**src/rtl/ps2_kbd_pkg.sv**
```systemverilog
// Shared types, Set-2 scan-code constants and the make-code to ASCII translation.
package ps2_kbd_pkg;

  typedef enum logic [1:0] {
    ST_IDLE    = 2'd0,
    ST_BRK     = 2'd1,
    ST_EXT     = 2'd2,
    ST_EXT_BRK = 2'd3
  } kbd_state_t;

  localparam logic [7:0] SC_F0      = 8'hF0;
  localparam logic [7:0] SC_E0      = 8'hE0;
  localparam logic [7:0] SC_AA      = 8'hAA;
  localparam logic [7:0] SC_FA      = 8'hFA;
  localparam logic [7:0] SC_EE      = 8'hEE;
  localparam logic [7:0] SC_FE      = 8'hFE;
  localparam logic [7:0] SC_00      = 8'h00;
  localparam logic [7:0] SC_FF      = 8'hFF;
  localparam logic [7:0] SC_SHIFT_L = 8'h12;
  localparam logic [7:0] SC_SHIFT_R = 8'h59;
  localparam logic [7:0] SC_CTRL    = 8'h14;
  localparam logic [7:0] SC_CAPS    = 8'h58;
  localparam logic [7:0] SC_ENTER   = 8'h5A;
  localparam logic [7:0] LED_CMD    = 8'hED;

  // Keyboard self-test, ack, echo and resend responses carry no key information.
  function automatic logic is_ignored(input logic [7:0] code);
    return (code == SC_AA) || (code == SC_FA) || (code == SC_EE) ||
           (code == SC_FE) || (code == SC_00) || (code == SC_FF);
  endfunction

  // Returns {hit, ascii}; hit=0 means the code produces no character.
  function automatic logic [8:0] set2_to_ascii(input logic [7:0] code, input logic shift,
                                               input logic caps, input logic ctrl);
    logic       is_letter;
    logic       is_digit;
    logic [4:0] idx;
    logic [3:0] dig;
    logic       hit;
    logic [7:0] ascii;
    is_letter = 1'b1;
    is_digit  = 1'b0;
    idx       = 5'd0;
    dig       = 4'd0;
    hit       = 1'b0;
    ascii     = 8'h00;
    case (code)
      8'h1C: idx = 5'd0;   8'h32: idx = 5'd1;   8'h21: idx = 5'd2;   8'h23: idx = 5'd3;
      8'h24: idx = 5'd4;   8'h2B: idx = 5'd5;   8'h34: idx = 5'd6;   8'h33: idx = 5'd7;
      8'h43: idx = 5'd8;   8'h3B: idx = 5'd9;   8'h42: idx = 5'd10;  8'h4B: idx = 5'd11;
      8'h3A: idx = 5'd12;  8'h31: idx = 5'd13;  8'h44: idx = 5'd14;  8'h4D: idx = 5'd15;
      8'h15: idx = 5'd16;  8'h2D: idx = 5'd17;  8'h1B: idx = 5'd18;  8'h2C: idx = 5'd19;
      8'h3C: idx = 5'd20;  8'h2A: idx = 5'd21;  8'h1D: idx = 5'd22;  8'h22: idx = 5'd23;
      8'h35: idx = 5'd24;  8'h1A: idx = 5'd25;
      default: is_letter = 1'b0;
    endcase
    case (code)
      8'h45: begin is_digit = 1'b1; dig = 4'd0; end
      8'h16: begin is_digit = 1'b1; dig = 4'd1; end
      8'h1E: begin is_digit = 1'b1; dig = 4'd2; end
      8'h26: begin is_digit = 1'b1; dig = 4'd3; end
      8'h25: begin is_digit = 1'b1; dig = 4'd4; end
      8'h2E: begin is_digit = 1'b1; dig = 4'd5; end
      8'h36: begin is_digit = 1'b1; dig = 4'd6; end
      8'h3D: begin is_digit = 1'b1; dig = 4'd7; end
      8'h3E: begin is_digit = 1'b1; dig = 4'd8; end
      8'h46: begin is_digit = 1'b1; dig = 4'd9; end
      8'h29: begin hit = 1'b1; ascii = 8'h20; end
      8'h5A: begin hit = 1'b1; ascii = 8'h0D; end
      8'h66: begin hit = 1'b1; ascii = 8'h08; end
      8'h0D: begin hit = 1'b1; ascii = 8'h09; end
      8'h76: begin hit = 1'b1; ascii = 8'h1B; end
      default: ;
    endcase
    if (is_letter) begin
      hit = 1'b1;
      if (ctrl)              ascii = {3'b000, idx} + 8'h01;
      else if (shift ^ caps) ascii = 8'h41 + {3'b000, idx};
      else                   ascii = 8'h61 + {3'b000, idx};
    end else if (is_digit) begin
      hit = 1'b1;
      if (shift) begin
        case (dig)
          4'd0: ascii = 8'h29;  4'd1: ascii = 8'h21;  4'd2: ascii = 8'h40;
          4'd3: ascii = 8'h23;  4'd4: ascii = 8'h24;  4'd5: ascii = 8'h25;
          4'd6: ascii = 8'h5E;  4'd7: ascii = 8'h26;  4'd8: ascii = 8'h2A;
          default: ascii = 8'h28;
        endcase
      end else begin
        ascii = 8'h30 + {4'h0, dig};
      end
    end
    return {hit, ascii};
  endfunction

endpackage

```
**src/rtl/ps2_key_fifo.sv**
```systemverilog
// Synchronous first-word-fall-through FIFO for decoded ASCII characters.
module ps2_key_fifo #(
  parameter int DEPTH = 8
) (
  input  logic       clk,
  input  logic       rst_n,
  input  logic       i_push,
  input  logic [7:0] i_data,
  input  logic       i_pop,
  output logic [7:0] o_data,
  output logic       o_full,
  output logic       o_empty
);
  localparam int AW = $clog2(DEPTH);
  localparam int CW = AW + 1;

  logic [7:0]    r_mem [DEPTH];
  logic [AW-1:0] r_wr;
  logic [AW-1:0] r_rd;
  logic [CW-1:0] r_count;
  logic          w_push;
  logic          w_pop;

  assign o_empty = (r_count == '0);
  assign o_full  = (r_count == CW'(DEPTH));
  assign w_pop   = i_pop & ~o_empty;
  // A pop in the same cycle frees the slot, so a full FIFO still takes the push.
  assign w_push  = i_push & (~o_full | w_pop);

  always_ff @(posedge clk or negedge rst_n) begin
    if (!rst_n) begin
      r_wr    <= '0;
      r_rd    <= '0;
      r_count <= '0;
    end else begin
      if (w_push) r_wr <= r_wr + 1'b1;
      if (w_pop)  r_rd <= r_rd + 1'b1;
      case ({w_push, w_pop})
        2'b10:   r_count <= r_count + 1'b1;
        2'b01:   r_count <= r_count - 1'b1;
        default: r_count <= r_count;
      endcase
    end
  end

  always_ff @(posedge clk) begin
    if (w_push) r_mem[r_wr] <= i_data;
  end

  assign o_data = o_empty ? 8'h00 : r_mem[r_rd];

endmodule

```
**src/rtl/ps2_key_decoder.sv**
```systemverilog
// Set-2 scan byte decoder: prefix FSM, modifier tracking, ASCII FIFO.
// Build with PS2_CAPS_LED_EN defined to emit CapsLock LED commands on led_req/led_byte.
module ps2_key_decoder
  import ps2_kbd_pkg::*;
#(
  parameter int FIFO_DEPTH = 8
) (
  input  logic       clk,
  input  logic       rst_n,
  input  logic       in_valid,
  input  logic [7:0] in_byte,
  output logic       out_valid,
  input  logic       out_ready,
  output logic [7:0] out_ascii,
  output logic       caps_lock,
  output logic       overflow,
  output logic       led_req,
  output logic [7:0] led_byte,
  input  logic       led_ack
);
  kbd_state_t r_state;
  logic       r_shift_l;
  logic       r_shift_r;
  logic       r_ctrl;
  logic       r_caps;
  logic       r_caps_held;
  logic       r_overflow;
  logic [8:0] w_map;
  logic       w_push;
  logic [7:0] w_push_data;
  logic       w_pop;
  logic       w_full;
  logic       w_empty;
  logic       w_toggle;

  assign w_map = set2_to_ascii(in_byte, r_shift_l | r_shift_r, r_caps, r_ctrl);

  always_comb begin
    w_push      = 1'b0;
    w_push_data = w_map[7:0];
    if (in_valid) begin
      if (r_state == ST_IDLE && in_byte != SC_F0 && in_byte != SC_E0 && !is_ignored(in_byte)) begin
        w_push = w_map[8];
      end else if (r_state == ST_EXT && in_byte == SC_ENTER) begin
        w_push      = 1'b1;
        w_push_data = 8'h0D;
      end
    end
  end

  // Holding CapsLock repeats its make code; only the first one toggles.
  assign w_toggle = in_valid & (r_state == ST_IDLE) & (in_byte == SC_CAPS) & ~r_caps_held;

  always_ff @(posedge clk or negedge rst_n) begin
    if (!rst_n) begin
      r_state     <= ST_IDLE;
      r_shift_l   <= 1'b0;
      r_shift_r   <= 1'b0;
      r_ctrl      <= 1'b0;
      r_caps      <= 1'b0;
      r_caps_held <= 1'b0;
    end else if (in_valid) begin
      case (r_state)
        ST_IDLE: begin
          if (in_byte == SC_F0) begin
            r_state <= ST_BRK;
          end else if (in_byte == SC_E0) begin
            r_state <= ST_EXT;
          end else if (!is_ignored(in_byte)) begin
            if (in_byte == SC_SHIFT_L) r_shift_l <= 1'b1;
            if (in_byte == SC_SHIFT_R) r_shift_r <= 1'b1;
            if (in_byte == SC_CTRL)    r_ctrl    <= 1'b1;
            if (in_byte == SC_CAPS) begin
              if (!r_caps_held) r_caps <= ~r_caps;
              r_caps_held <= 1'b1;
            end
          end
        end
        ST_BRK: begin
          if (in_byte == SC_SHIFT_L) r_shift_l   <= 1'b0;
          if (in_byte == SC_SHIFT_R) r_shift_r   <= 1'b0;
          if (in_byte == SC_CTRL)    r_ctrl      <= 1'b0;
          if (in_byte == SC_CAPS)    r_caps_held <= 1'b0;
          r_state <= ST_IDLE;
        end
        ST_EXT: begin
          if (in_byte == SC_F0) begin
            r_state <= ST_EXT_BRK;
          end else begin
            if (in_byte == SC_CTRL) r_ctrl <= 1'b1;
            r_state <= ST_IDLE;
          end
        end
        default: begin
          if (in_byte == SC_CTRL) r_ctrl <= 1'b0;
          r_state <= ST_IDLE;
        end
      endcase
    end
  end

  assign w_pop = out_valid & out_ready;

  always_ff @(posedge clk or negedge rst_n) begin
    if (!rst_n)                         r_overflow <= 1'b0;
    else if (w_push && w_full && !w_pop) r_overflow <= 1'b1;
  end

  ps2_key_fifo #(
    .DEPTH(FIFO_DEPTH)
  ) u_fifo (
    .clk    (clk),
    .rst_n  (rst_n),
    .i_push (w_push),
    .i_data (w_push_data),
    .i_pop  (w_pop),
    .o_data (out_ascii),
    .o_full (w_full),
    .o_empty(w_empty)
  );

  assign out_valid = ~w_empty;
  assign caps_lock = r_caps;
  assign overflow  = r_overflow;

`ifdef PS2_CAPS_LED_EN
  logic       r_led_req;
  logic [7:0] r_led_byte;
  logic       r_led_stage;
  logic       r_led_restart;

  // A toggle during a pending command restarts at 0xED once the current byte is taken.
  always_ff @(posedge clk or negedge rst_n) begin
    if (!rst_n) begin
      r_led_req     <= 1'b0;
      r_led_byte    <= 8'h00;
      r_led_stage   <= 1'b0;
      r_led_restart <= 1'b0;
    end else if (r_led_req && led_ack) begin
      if (r_led_restart || w_toggle) begin
        r_led_byte    <= LED_CMD;
        r_led_stage   <= 1'b0;
        r_led_restart <= 1'b0;
      end else if (!r_led_stage) begin
        r_led_byte  <= {5'b00000, r_caps, 2'b00};
        r_led_stage <= 1'b1;
      end else begin
        r_led_req   <= 1'b0;
        r_led_byte  <= 8'h00;
        r_led_stage <= 1'b0;
      end
    end else if (w_toggle) begin
      if (!r_led_req) begin
        r_led_req   <= 1'b1;
        r_led_byte  <= LED_CMD;
        r_led_stage <= 1'b0;
      end else begin
        r_led_restart <= 1'b1;
      end
    end
  end

  assign led_req  = r_led_req;
  assign led_byte = r_led_byte;
`else
  logic w_unused_led;
  assign w_unused_led = led_ack ^ w_toggle;
  assign led_req      = 1'b0;
  assign led_byte     = 8'h00;
`endif

endmodule
```
**config.mk**
```make
export PLATFORM = sky130hd
export DESIGN_NAME = ps2_key_decoder
export DESIGN_NICKNAME = d
export VERILOG_FILES = /design/src/rtl/ps2_kbd_pkg.sv /design/src/rtl/ps2_key_fifo.sv /design/src/rtl/ps2_key_decoder.sv
export SDC_FILE = /design/constraint.sdc
export NUM_CORES = 1
export LEC_CHECK = 0
export CORE_UTILIZATION = 50
export CTS_BUF_LIST = sky130_fd_sc_hd__clkbuf_8
export CTS_CLUSTER_DIAMETER = 60
export DETAILED_ROUTE_END_ITERATION = 8
export PLACE_DENSITY_LB_ADDON = 0.08
export SYNTH_ARGS = -nofsm -noshare
export SYNTH_HDL_FRONTEND = slang
export SYNTH_SLANG_ARGS = --single-unit
```
**constraint.sdc**
```tcl
create_clock -name clk -period 2.6 [get_ports clk]
set_input_delay 0.39 -clock clk [delete_from_list [all_inputs] [get_ports clk]]
set_output_delay 0.39 -clock clk [all_outputs]
set_load 0.05 [all_outputs]
```
## Word level (Yosys, flattened, before mapping)

Memories as Yosys holds them, arrays and structs flattened.
Cells that the tools add are included.

- Memory bits (writable): 64
- Bits of input ports: 13
- Flip-flop bits (word level): 18
- Memories kept: 2
- Logic and storage cells: 183
- ROM bits: 112
- Output and inout bits: 20

- Multiplexer cells: 52
- Reductions and logical operators: 28
- Equal/unequal tests: 70
- Add/sub/neg operators: 8
- Bitwise operators: 13

Memory list:

| name | depth | width | rd ports | clocked after Yosys merged registers in | wr ports | RTL line | source |
|---|---|---|---|---|---|---|---|
| (name not given) | 16 | 7 | 1 | 0 | 0 | ps2_kbd_pkg.sv:83 | `case (dig)` |
| u_fifo.r_mem | 8 | 8 | 1 | 0 | 1 | ps2_key_fifo.sv:17 | `logic [7:0] r_mem [DEPTH];` |

Operators with widths:

| cell | count |
|---|---|
| 8-bit by 6-bit == test with 1-bit output (second input constant) | 23 |
| 5-bit one-hot mux with 25 select lines | 1 |
| 8-bit by 7-bit == test with 1-bit output (second input constant) | 12 |
| 8-bit by 5-bit == test with 1-bit output (second input constant) | 9 |
| 8-bit two-way mux | 9 |
| 8-bit == test (second input constant) | 7 |
| 4-bit one-hot mux with 9 select lines | 1 |
| 1-bit two-way mux | 31 |
| 6-bit one-hot mux with 5 select lines | 1 |
| 7-bit AND reduction | 4 |
| 26-bit OR reduction | 1 |
| 7-bit by 5-bit adder with 8-bit output (first input constant) | 2 |
| 8-bit inequality test (second input constant) | 2 |
| 2-bit inequality test (second input constant) | 7 |
| 10-bit OR reduction | 1 |
| 8-bit by 4-bit == test with 1-bit output (second input constant) | 1 |
| 8-bit logical NOT | 1 |
| 1-bit one-hot mux with 2 select lines | 4 |
| 4-bit one-hot mux with 2 select lines | 1 |
| 6-bit by 4-bit adder with 7-bit output (first input constant) | 1 |
| 1-bit NOT | 7 |
| 3-bit by 1-bit adder with 3-bit output (second input constant) | 2 |
| 5-bit by 1-bit adder with 6-bit output (second input constant) | 1 |
| 1-bit logical AND | 6 |
| 21 further kinds | 36 |

## Longest topological paths before layout

- Depth after elaboration: 13
- Depth in mapped cells: 17
- Mapped depth without buffers: 13

## By module

A second synthesis with hierarchy kept.

- Cells, all modules: 427
- Area total of the unflattened synthesis: 4,899.7 um^2

Modules (own cells, without submodules):

| module | area an instance (um^2) | seq. area each (um^2) | instances | cells each |
|---|---|---|---|---|
| ps2_key_fifo | 3,208.1 | 2,172.1 | 1 | 191 |
| ps2_key_decoder | 1,691.6 | 200.2 | 1 | 236 |

## Least setup slack after synthesis

No wires, ideal clock.

- Path type: input port to flip-flop
- Start: input port in_byte[4]
- End: memory u_fifo.r_mem[2][0], enable pin
- Data required time: 2,205 ps
- Cell stages on the path: 10
- Setup time: 395 ps
- Setup slack: -827 ps
- Data arrival time: 3,032 ps
- Cells stage by stage: buf_6 -> or4b_2 -> nor2_1 -> a311oi_1 -> o311ai_0 -> and3b_1 -> buf_6 -> a21bo_1 -> buf_6 -> nor4_1

- Longest elaborated chain between the ends: 13

RTL lines:

| what | RTL line | source |
|---|---|---|
| start, declared | ps2_key_decoder.sv:11 | `input logic [7:0] in_byte,` |
| parallel branches: the longest is 8 deep, another holds 10-bit OR reduction | n/a |  |
| 1-bit two-way mux * | ps2_key_decoder.sv:42 | `if (r_state == ST_IDLE && in_byte != SC_F0 && in_byte != SC_E0 && !is_ignored(in_byte)) begin` |
| 1-bit two-way mux * | ps2_key_decoder.sv:41 | `if (in_valid) begin` |
| 1-bit AND * | ps2_key_fifo.sv:28 | `assign w_push = i_push & (~o_full \| w_pop);` |
| 1-bit two-way mux * | ps2_key_fifo.sv:47 | `if (w_push) r_mem[r_wr] <= i_data;` |
| 1-bit two-way mux (implied by the code) * | ps2_key_fifo.sv:47 |  |
| end, declared | ps2_key_fifo.sv:17 |  |

Mark *: on every way between the ends.

## Worst setup path after layout

- Start: input port in_byte[6]
- End: memory u_fifo.r_mem[6][6], enable pin

The elaborated chain is that of the path after synthesis.

==> impl_summary.txt <==
----------------------------------------------------
[Setup path]
  Startpoint of the most critical register-to-register path ... u_fifo.r_count[1]
  Largest fanout on the critical path ... 8
  Gate family responsible for the most delay along the worst path ... simple AND/OR/NAND/NOR gates
  Crit Path Category ... input port to register
  Slowest stage cell on the critical path ... or4b_4
  Worst R2R Path Depth ... 10
  Setup crit start kind ... input port
  Crit. End Element ... register
  Data arrival time of the critical path ... 2.90 ns
  First element of the critical path ... in_byte[6]
  Worst flop-to-flop path endpoint ... u_fifo.r_count[2]
  CP Data Required Time ... 2.66 ns
  Number of buffer and inverter instances along the worst setup path ... 4
  Delay of the slowest cell on the worst path ... 0.56 ns
  Ordered list of cells on the worst path ... buf_8, or4b_4, or3_4, a21oi_4, a2111oi_4, and3b_2, a21bo_4, buf_4, bufbuf_16, nor4_4, buf_6
  Worst R2R Setup Slack ... 0.25 ns

[Pwr]
  Flop pwr share ... 38.2%
  Relative contribution of combinational cells to total power ... 41.6%
  Maximum vdd ir drop ... 0.5406 mV
  Relative contribution of the clock network to total power ... 20.3%
  Power per unit of standard cell area ... 739.1 nW/um^2
  Net switching fraction of the power ... 39.87%
  Power spent charging and discharging nets ... 1.910 mW
  Leakage power ... 2.500 nW
  Internal portion of total power ... 2.880 mW

[STA]
  Pins Over Slew Limit ... 0
  Final Hold Viols ... 0
  Final Critical Period ... 2.838 ns
  Final worst path period share ... 109.1%
  Layout Skew ... 0.01118 ns
  Actual transition at the worst max-transition pin ... 0.7870 ns
  Slew HR ... 47.37%
  Setup-violating endpoint count in the final report ... 68
  Peak Freq ... 352.4 MHz
  RSZ-0062 raised after global routing ... yes
  Final Hold Slack ... 0.4771 ns
  Accumulated negative setup slack ... -9.148 ns
  Setup WS post-layout ... -0.2377 ns

[Global route]
  Number of global-route vias before repair ... 3856
  Largest net degree at the start of global routing ... 19
  First-pass GRT wire length ... 20030 um
  Congestion Overflow GR ... 0
  Initial antenna violation count ... 0
  Overall track demand over capacity in global routing ... 27.17%

[Clocking]
  Maximum root-to-sink buffer count ... 2
  Hold buffer count at cts ... 0
  Clock tree from TritonCTS ... built
  Clock transition at path regs ... 0.09 ns
  Number of buffers added by the clock tree synthesis step ... 9
  Skew-Pair Late Insertion Delay ... 0.35 ns
  Clk sinks ... 82
  Clock H-tree levels ... 3
  Clk Tree Root Cell ... clkbuf_8

[Detailed routing]
  Wirelength, routed ... 12500 um
  Avg Vias per Cell ... 5.845
  Number of remaining DRC errors ... 0
  Remaining number of nets flagged by the antenna check after routing ... 0
  Iteration count of the initial detailed-routing pass ... 7
  Via count ... 3776
  Number of DRC violations after detailed-routing iteration 0 ... 261
  Average wire per cell in the routed design ... 19.35 um

[Status]
  Result of the run ... complete, but fails checks
  Violated checks ... setup timing

[Synth]
  List of most frequent post-synthesis cells ... edfxtp_1, nor2_1, nand2_1
  Ys flop type ... edfxtp_1
  Mean cell area of the mapped netlist ... 11.66 um^2
  Sequential fraction of the synthesis area ... 51.01%
  Cell types occupying the most area after synthesis ... edfxtp_1, dfrtp_1, mux4_2
  Biggest area consumer among synthesized cells ... edfxtp_1
  Number of distinct library cells after synthesis ... 64
  Post-synth design cell area ... 4651 um^2
  Instance count of the mapped netlist ... 399
  Synth Register Bits ... 82
  Post-synthesis async set-or-reset flop share ... 21.95%
  Area share of the largest cell type after synthesis ... 41.32%
  Most numerous cell in the Yosys netlist ... edfxtp_1
  Ys Warns ... 0
  Number of flops mapped to enable cells by yosys ... 64

[Floorplanning]
  Die ar. ... 9691 um^2
  Floorplan die width ... 98.45 um
  Starting utilization of the core area ... 52.56%
  Height of the chip ... 98.45 um
  Row cnt ... 34
  Core Box Area ... 8848 um^2
  Boundary Pins ... 33

[Place]
  GPL Wtd Cong ... 0.9445
  Total half-perimeter wirelength after legalization and detailed placement ... 8580 um
  Setup slack at placement ... -1.027 ns
  Count of port buffers added during placement ... 22

[Layout]
  Sequential Area ... 2374 um^2
  Fraction of layout cells with a size suffix above 1 ... 44.42%
  Area occupied by multi-input gates ... 2494 um^2
  Layout overhead on the synthesized area ... 39.33%
  Diodes inserted ... 0
  FILL cells ... 629
  Number of nets in the layout ... 552
  Final cell utilization of the core ... 73.23%

[Hold path]
  Hold Crit Endpoint ... overflow
  Number of cells traversed by the worst hold path ... 1
  Hold/Removal Path Class ... register to register
  Launch point of the worst hold path ... overflow

[Run]
  Maxcap violations ... 0

----------------------------------------------------
-- placed cells by master (no fill, tap or decap), types with 8 or more instances in the layout --
master and count:
buf_6 16, dfrtp_1 17, nand2b_1 11, nor2_1 20, conb_1 17, a21oi_1 11
mux2i_1 9, edfxtp_1 64, inv_1 9, nand2_1 25, nand3_1 10, o21ai_0 12
xor2_1 8, nor3_1 8, buf_4 118, clkbuf_8 9, nor2_2 8, mux4_2 16
-- through the flow --
step	std cells	area (um^2)	power [mW]
after floorplan	415	4801	3.106
after global placement	611	5718	3.622
after detailed placement	611	5718	3.660
after CTS	644	6322	4.733
after global routing	646	6480	5.016
final	646	6480	4.789
-- logic make-up after synthesis --
logic type      after synthesis  synth area share [%]
xor+xnor                     15                 2.825
flops                        82                 51.01
buf+inv                      50                 5.408
simple gates                140                 16.92
fa+ha+maj                     6                 1.614
compound gates               74                 11.00
mux                          31                 11.14
other cells                   1               0.08063
-- power by group through the flow --
| stage | sequential (mW) | combinational [mW] | clock (mW) |
|---|---|---|---|
| 2_1_floorplan | 1.68 | 1.43 | 0 |
| 3_3_place_gp | 1.80 | 1.83 | 0 |
| 3_5_place_dp | 1.81 | 1.85 | 0 |
| 4_1_cts | 1.80 | 1.95 | 0.982 |
| 5_1_grt | 1.86 | 2.12 | 1.04 |
| 6_report | 1.83 | 1.99 | 0.971 |
-- worst reg2reg max path, cell delays in order, from the launching register on --
cell	delay, ns
dfrtp_1	0.52
nor4_2	0.38
inv_1	0.09
and2_1	0.26
ha_4	0.21
xor2_2	0.16
ha_4	0.19
a21oi_4	0.10
xor2_1	0.14
nor2_1	0.06
xor2_1	0.13
-- final cells by class --
type,count,share of cell area [%]
multi-input cells,283,38.48
flip-flops and latches,82,36.63
repair buffers,147,19.04
well taps,108,2.085
clock buffers,9,1.912
clock inverters,7,1.274
inverters,10,0.5793
-- what timing repair did --
item,4_1_cts,5_1_grt
pin swaps,22,20
resized for setup,92,31
endpoints found under the setup margin,126,107
endpoints found under the hold margin,0,0
buffers inserted,15,3
cloned,2,0
-- routing by layer --
layer | track usage [%] | share of wire [%] | vias up
met4 | 10.56 | 2.9 | 0
met2 | 45.45 | 51 | 122
met1 | 35.70 | 42 | 1836
met5 | 0 | 0 | -
met3 | 4.539 | 4.1 | 30
li1 | - | - | 1788
-- state kept, by name, summed over array words and instances (netlist names), 2 cells and up --
register / flops
u_fifo.r_rd: 3
u_fifo.r_mem: 64
r_state: 2
u_fifo.r_count: 4
u_fifo.r_wr: 3
-- worst max-delay path by stage --
stage,endpoint,cells past startpoint
2_1_floorplan,u_fifo.r_count[2],17
3_3_place_gp,u_fifo.r_count[2],15
3_5_place_dp,u_fifo.r_mem[1][3],10
4_1_cts,u_fifo.r_count[2],14
5_1_grt,u_fifo.r_count[2],14
6_report,u_fifo.r_mem[6][6],11
Power figures use the tool's default switching activity.
==> variant 1, RTL diff (same flow settings) <==
Put one more register stage on the output `overflow`, without a reset. The value now appears one clock later. The other outputs are not delayed to match.
--- a/src/rtl/ps2_key_decoder.sv
+++ b/src/rtl/ps2_key_decoder.sv
@@ -122,5 +122,7 @@
   assign out_valid = ~w_empty;
   assign caps_lock = r_caps;
-  assign overflow  = r_overflow;
+  always_ff @(posedge clk) begin
+    overflow <= r_overflow;
+  end
 
 `ifdef PS2_CAPS_LED_EN
Formal check against the unedited RTL: same outputs for any inputs over 4 cycles, from zero or initial values and one cycle with rst_n low; that may be too few to reach the edited logic, so the function may still have changed.
==> variant 1 against the unedited design <==
The flow still finishes with violations (negative setup slack). Clock skew is 0.0037 ns higher. Routed wire length down 3.0%. Critical path depth is 3 higher. Hold slack got worse by 0.080 ns. Critical path type unchanged. Synthesized area up 0.43%. Final area down 1.1%. Global-route usage shrank 1.6 points. Total power down 1.7%. Largest cell class unchanged. Count of clock-buffer cells in the layout unchanged. Die area is 0.42% higher. Highest routed layer unchanged. Utilization shrank 1.2 points. Sequential cell count grew 1. Setup slack gained 0.0071 ns.
==> variant 1: results (changes against the unedited design) <==
Status
  • Status: complete, but fails checks
  • Violated checks: negative setup slack

Layout
  • FILL cells: 644 (+2.4%)
  • Share of post-route cells with drive strength above 1: 43.2% (-1.3 points)
  • Top flop regs: u_fifo.r_mem: 64 flops, u_fifo.r_count: 4 flops
  • Final Instance Count excl. Fillers: 641 (-0.77%)
  • Layout Nets: 547 (-0.91%)
  • ANT cells: 0 (unchanged)

Placed design
  • HPWL after detailed placement: 8470 µm (-1.3%)
  • Buffers on Ports: 22 (unchanged)
  • Placed Area: 5740 µm² (+0.44%)
  • Dpl cells: 611 (unchanged)
  • GP Congestion: 0.988 (+4.6%)
  • Pre-CTS setup slack: -1.10 ns (-0.0712 ns)

Synthesis
  • Top post-synthesis cells by area: edfxtp_1 41%, dfrtp_1 9.6%, mux4_2 7.7%
  • Ys flop type: edfxtp_1
  • Sequential-to-total area share from yosys stat: 51.2% (+0.21 points)
  • FFs w/ async S/R, synth: 21.7% (-0.26 points)
  • Synth Instances: 400 (+0.25%)
  • Synth warnings: 0 (unchanged)
  • Most common library cells after synthesis: 64 x edfxtp_1, 30 x nor2_1, 25 x nand2_1
  • Post-synth cell types: 65 (+1.6%)
  • Post-synth EDFFs: 64 (unchanged)

Timing
  • TNS Setup: -5.39 ns (+3.76 ns)
  • Setup WS post-layout: -0.231 ns (+0.00706 ns)
  • Final setup violation count: 67 (-1.5%)
  • Worst-Margin Slew: 0.855 ns (+0.0675 ns)
  • Skew final: 0.0149 ns (+0.00375 ns)
  • Minimum clock period: 2.83 ns (-0.00706 ns)

Power
  • Max VDD drop: 0.000684 V (+26%)
  • Sequential share of power: 38.8% (+0.6 points)
  • Internal power: 0.00279 W (-3.2%)
  • Pleak: 2.45 nW (-1.9%)

GRT
  • Largest net degree at the start of global routing: 19 (unchanged)
  • Initial antenna violation count: 0 (unchanged)
  • Vias in the first global route: 3685 (-4.4%)
  • Gr usage total: 25.6% (-1.6 points)
  • First-pass GRT wire length: 18900 µm (-5.8%)

Clock network
  • H-tree levels: 3 (unchanged)
  • TritonCTS Buffers: 9 (unchanged)
  • Clk Latency, worst-skew pair: around 0.36 ns
  • Worst-path clk slew: roughly 0.10 ns
  • Root Buffer: clkbuf_8
  • Clock Tree Buf Depth: 2 (unchanged)

Routing
  • Vias per cell: 5.81 (-0.53%)
  • WL final: 12100 µm (-3.0%)
  • Drt initial violations: 208 (-20%)
  • Detailed Routing Iterations Pass 1: 6 (-1)

Critical path
  • Crit Path Max Fanout: 5 (-3)
  • WP data arrival: 3.08 ns (+0.18 ns)

Min path
  • Min-delay worst type: register to register
==> variant 1: worst max-delay path, cell delays in order <==
cell and delay [ns]:
buf_8 0.10, or4b_4 0.53, or3_4 0.36, a21oi_4 0.15, a2111oi_4 0.07, and3b_2 0.26
a21bo_4 0.23, ha_4 0.16, xor2_2 0.15, ha_4 0.17, a21oi_2 0.10, xor2_1 0.17
nor2_1 0.07, xor2_1 0.14
==> variant 1: path summary, 6_finish.rpt <==
path / start / to / slack (ns) / cells past startpoint
max in group asynchronous: rst_n / u_fifo.r_count[0]$_DFFE_PN0P_ / 1.56 / 1
worst min register to register: r_overflow$_DFFE_PN0P_ / overflow$_DFF_P_ / 0.40 / 0
worst max-delay path: in_byte[6] / u_fifo.r_count[2]$_DFFE_PN0P_ / -0.23 / 14
min in group asynchronous: rst_n / u_fifo.r_rd[0]$_DFFE_PN0P_ / 0.51 / 1
worst min-delay path: r_overflow$_DFFE_PN0P_ / overflow$_DFF_P_ / 0.40 / 0
worst max register to register: u_fifo.r_count[1]$_DFFE_PN0P_ / u_fifo.r_count[2]$_DFFE_PN0P_ / 0.26 / 10
==> variant 1: layout make-up <==
cell class | count | area, µm² | share of cell area, %
tap | 108 | 135 | 2.11
multi-input combinational | 283 | 2480 | 38.7
inverter | 10 | 37.5 | 0.586
timing repair buffer | 141 | 1180 | 18.5
clock buffer | 9 | 124 | 1.93
clock inverter | 7 | 57.6 | 0.898
sequential | 83 | 2390 | 37.3
==> variant 1: timing repair <==
action | CTS | global route
gates cloned | 0 | 1
pin swaps | 21 | 13
endpoints found under the hold margin | 0 | 0
gates resized for setup | 79 | 35
setup buffers | 10 | 5
endpoints found under the setup margin | 128 | 91
==> variant 1: per-layer routing <==
layer | vias up | share of wire [%] | track usage, %
li1 | 1774 | - | -
met1 | 1806 | 43 | 33.8
met2 | 129 | 50 | 42.0
met3 | 18 | 5.0 | 4.68
met4 | 0 | 1.5 | 10.4
met5 | - | 0 | 0
==> variant 1: cells by family (layout without fill, tap and decap cells) <==
family / Yosys count / count (layout) / synth area share, %
other cells: 1 / 17 / 0.0803
compound gates: 74 / 74 / 11.0
mux: 31 / 31 / 11.1
xor+xnor: 15 / 15 / 2.81
simple gates: 140 / 140 / 16.9
fa+ha+maj: 6 / 6 / 1.61
buf+inv: 50 / 167 / 5.38
flops: 83 / 83 / 51.2
==> variant 1: power by group through the flow <==
| stage | Sequential [W] | Clock (W) | Combinational, W |
|---|---|---|---|
| final | 0.00183 | 0.000889 | 0.00199 |
| after global routing | 0.00185 | 0.000956 | 0.00213 |
| after global placement | 0.00180 | 0 | 0.00186 |
| after CTS | 0.00178 | 0.000899 | 0.00191 |
| after floorplan | 0.00170 | 0 | 0.00143 |
| after detailed placement | 0.00181 | 0 | 0.00188 |
==> variant 2, RTL diff (config.mk and constraints unchanged) <==
Made on the original files. Set the parameter `FIFO_DEPTH` to 4 (it was 8).
--- a/src/rtl/ps2_key_decoder.sv
+++ b/src/rtl/ps2_key_decoder.sv
@@ -4,5 +4,5 @@
   import ps2_kbd_pkg::*;
 #(
-  parameter int FIFO_DEPTH = 8
+  parameter int FIFO_DEPTH = 4
 ) (
   input  logic       clk,
Behaviour: not the same (a bounded check fails within 10 cycles, from zero or initial values and one cycle with rst_n low).
==> variant 2 against the unedited design <==
The flow finishes with violations (design-rule violations, negative setup slack). Clock skew is 0.0038 ns higher. Largest cell class unchanged. Setup slack better by 0.21 ns. Global-route usage grew 1.7 points. Count of clock-buffer cells in the layout down 4. Final area decreased by 24%. Synthesized area is 26% lower. Combinational power shrank 34%. Routed wire length fell by 20%. First-iteration DRC count is 1.5% lower. Total power fell by 40%. Sequential cell count fell by 35. Critical path depth increased by 2.
==> variant 2: results (changes against the unedited design) <==
Status
  • Status: complete, but fails checks
  • Violated checks: design-rule violations, negative setup slack

Timing
  • Final setup violation count: 1 (-99%)
  • Skew final: 0.0150 ns (+0.00379 ns)
  • Setup WS post-layout: -0.0233 ns (+0.214 ns)

Power
  • Pleak: 2.14 nW (-14%)
  • Comb power frac: 46.1% (+4.5 points)
  • Pwr Density: 581 nW/µm² (-21%)
  • Max VDD drop: 0.000390 V (-28%)

Critical path
  • R2r setup slk: 0.42 ns (+0.17 ns)
  • Critical path's slowest cell: fa_2
  • CP endpoint: u_fifo.r_count[2]$_DFFE_PN0P_
  • Cell family with most CP delay: compound AO/OA/AOI/OAI gates
  • Crit Path Max Fanout: 7 (-1)
  • R2r startpoint: u_fifo.r_count[0]$_DFFE_PN0P_
  • WP data arrival: 2.85 ns (-0.05 ns)

Layout
  • Bufs w/o clock: 150 (+2.0%)
  • Top flop regs: u_fifo.r_mem: 32 flops, u_fifo.r_count: 3 flops
  • Layout Nets: 481 (-13%)
  • Comb_multi_in: 239 (-16%)
  • Area of the multi-input gates: 2040 µm² (-18%)
  • Inverters: 18 (+8)
  • NonClk Buf Share: 25.9% (+6.9 points)
  • Share of post-route cells with drive strength above 1: 42.6% (-1.8 points)
  • FILL cells: 463 (-26%)

Routing
  • Post-Route M1 WL: 4240 µm (-20%)
  • DRC viols: 5 (+5)
  • Drt initial violations: 257 (-1.5%)
  • Routed wl met3: 582 µm (+14%)
  • Detailed Routing Iterations Pass 1: 8 (+1)
  • DR WL/cell: 18.5 µm (-4.5%)
  • Vias per cell: 5.90 (+1.0%)
  • Met2 WL post-DR: 4940 µm (-22%)

Synthesis
  • Sequential-to-total area share from yosys stat: 38.9% (-12 points)
  • Area share of fa/ha/maj cells after synthesis: 2.77% (+1.2 points)
  • Top post-synthesis cells by area: edfxtp_1 28%, dfrtp_1 11%, mux4_2 5.2%
  • Post-synth cell types: 75 (+17%)
  • Compound-Gate Fraction of Synth Area: 16.0% (+5.0 points)
  • Post-synth EDFFs: 32 (-50%)
  • Synth Area in XOR/XNOR: 3.06% (+0.24 points)
  • Flops & latches, synth: 47 (-43%)

Clock network
  • Clk Latency, worst-skew pair: 0.30 ns (-0.05 ns)
  • PostCTS Resize Cnt: 46 (-50%)
  • Post-CTS Setup Bufs: 14 (-1)
  • H-tree levels: 2 (-1)

GRT
  • Vias in the first global route: 3188 (-17%)
  • Largest net degree at the start of global routing: 17 (-2)
  • GR Util met2: 49.4% (+3.9 points)
  • Gr usage total: 28.9% (+1.7 points)
  • GR Util met1: 38.5% (+2.8 points)

Placed design
  • HPWL after detailed placement: 7160 µm (-17%)
  • GP Congestion: 0.919 (-2.7%)
variant 2: cell types whose count changed after synthesis, moves of 5 or more:
| cell | unedited run | this run |
|---|---|---|
| a21oi_1 | 15 | 8 |
| and2_1 | 3 | 9 |
| buf_2 | 6 | 11 |
| clkbuf_1 | 15 | 8 |
| edfxtp_1 | 64 | 32 |
| inv_1 | 10 | 18 |
| mux2_2 | 6 | 0 |
| mux4_2 | 16 | 8 |
| nand2_1 | 25 | 15 |
| nor2_1 | 30 | 18 |
| nor4_1 | 11 | 4 |
| nor4b_1 | 2 | 7 |
| o32ai_1 | 5 | 0 |
variant 2: through the flow:
stage	setup TNS (ns)	hold slack (ns)	setup WS (ns)	std cells	instance area, µm²
floorplan	-0.291	0.0944	-0.200	341	3510
global placement	-32.19	0.463	-0.682	511	4410
detailed placement	-33.16	0.466	-0.692	511	4410
CTS	0	0.490	0.000433	535	4790
global route	-0.119	0.509	-0.119	539	4930
finish	-0.0233	0.486	-0.0233	539	4930
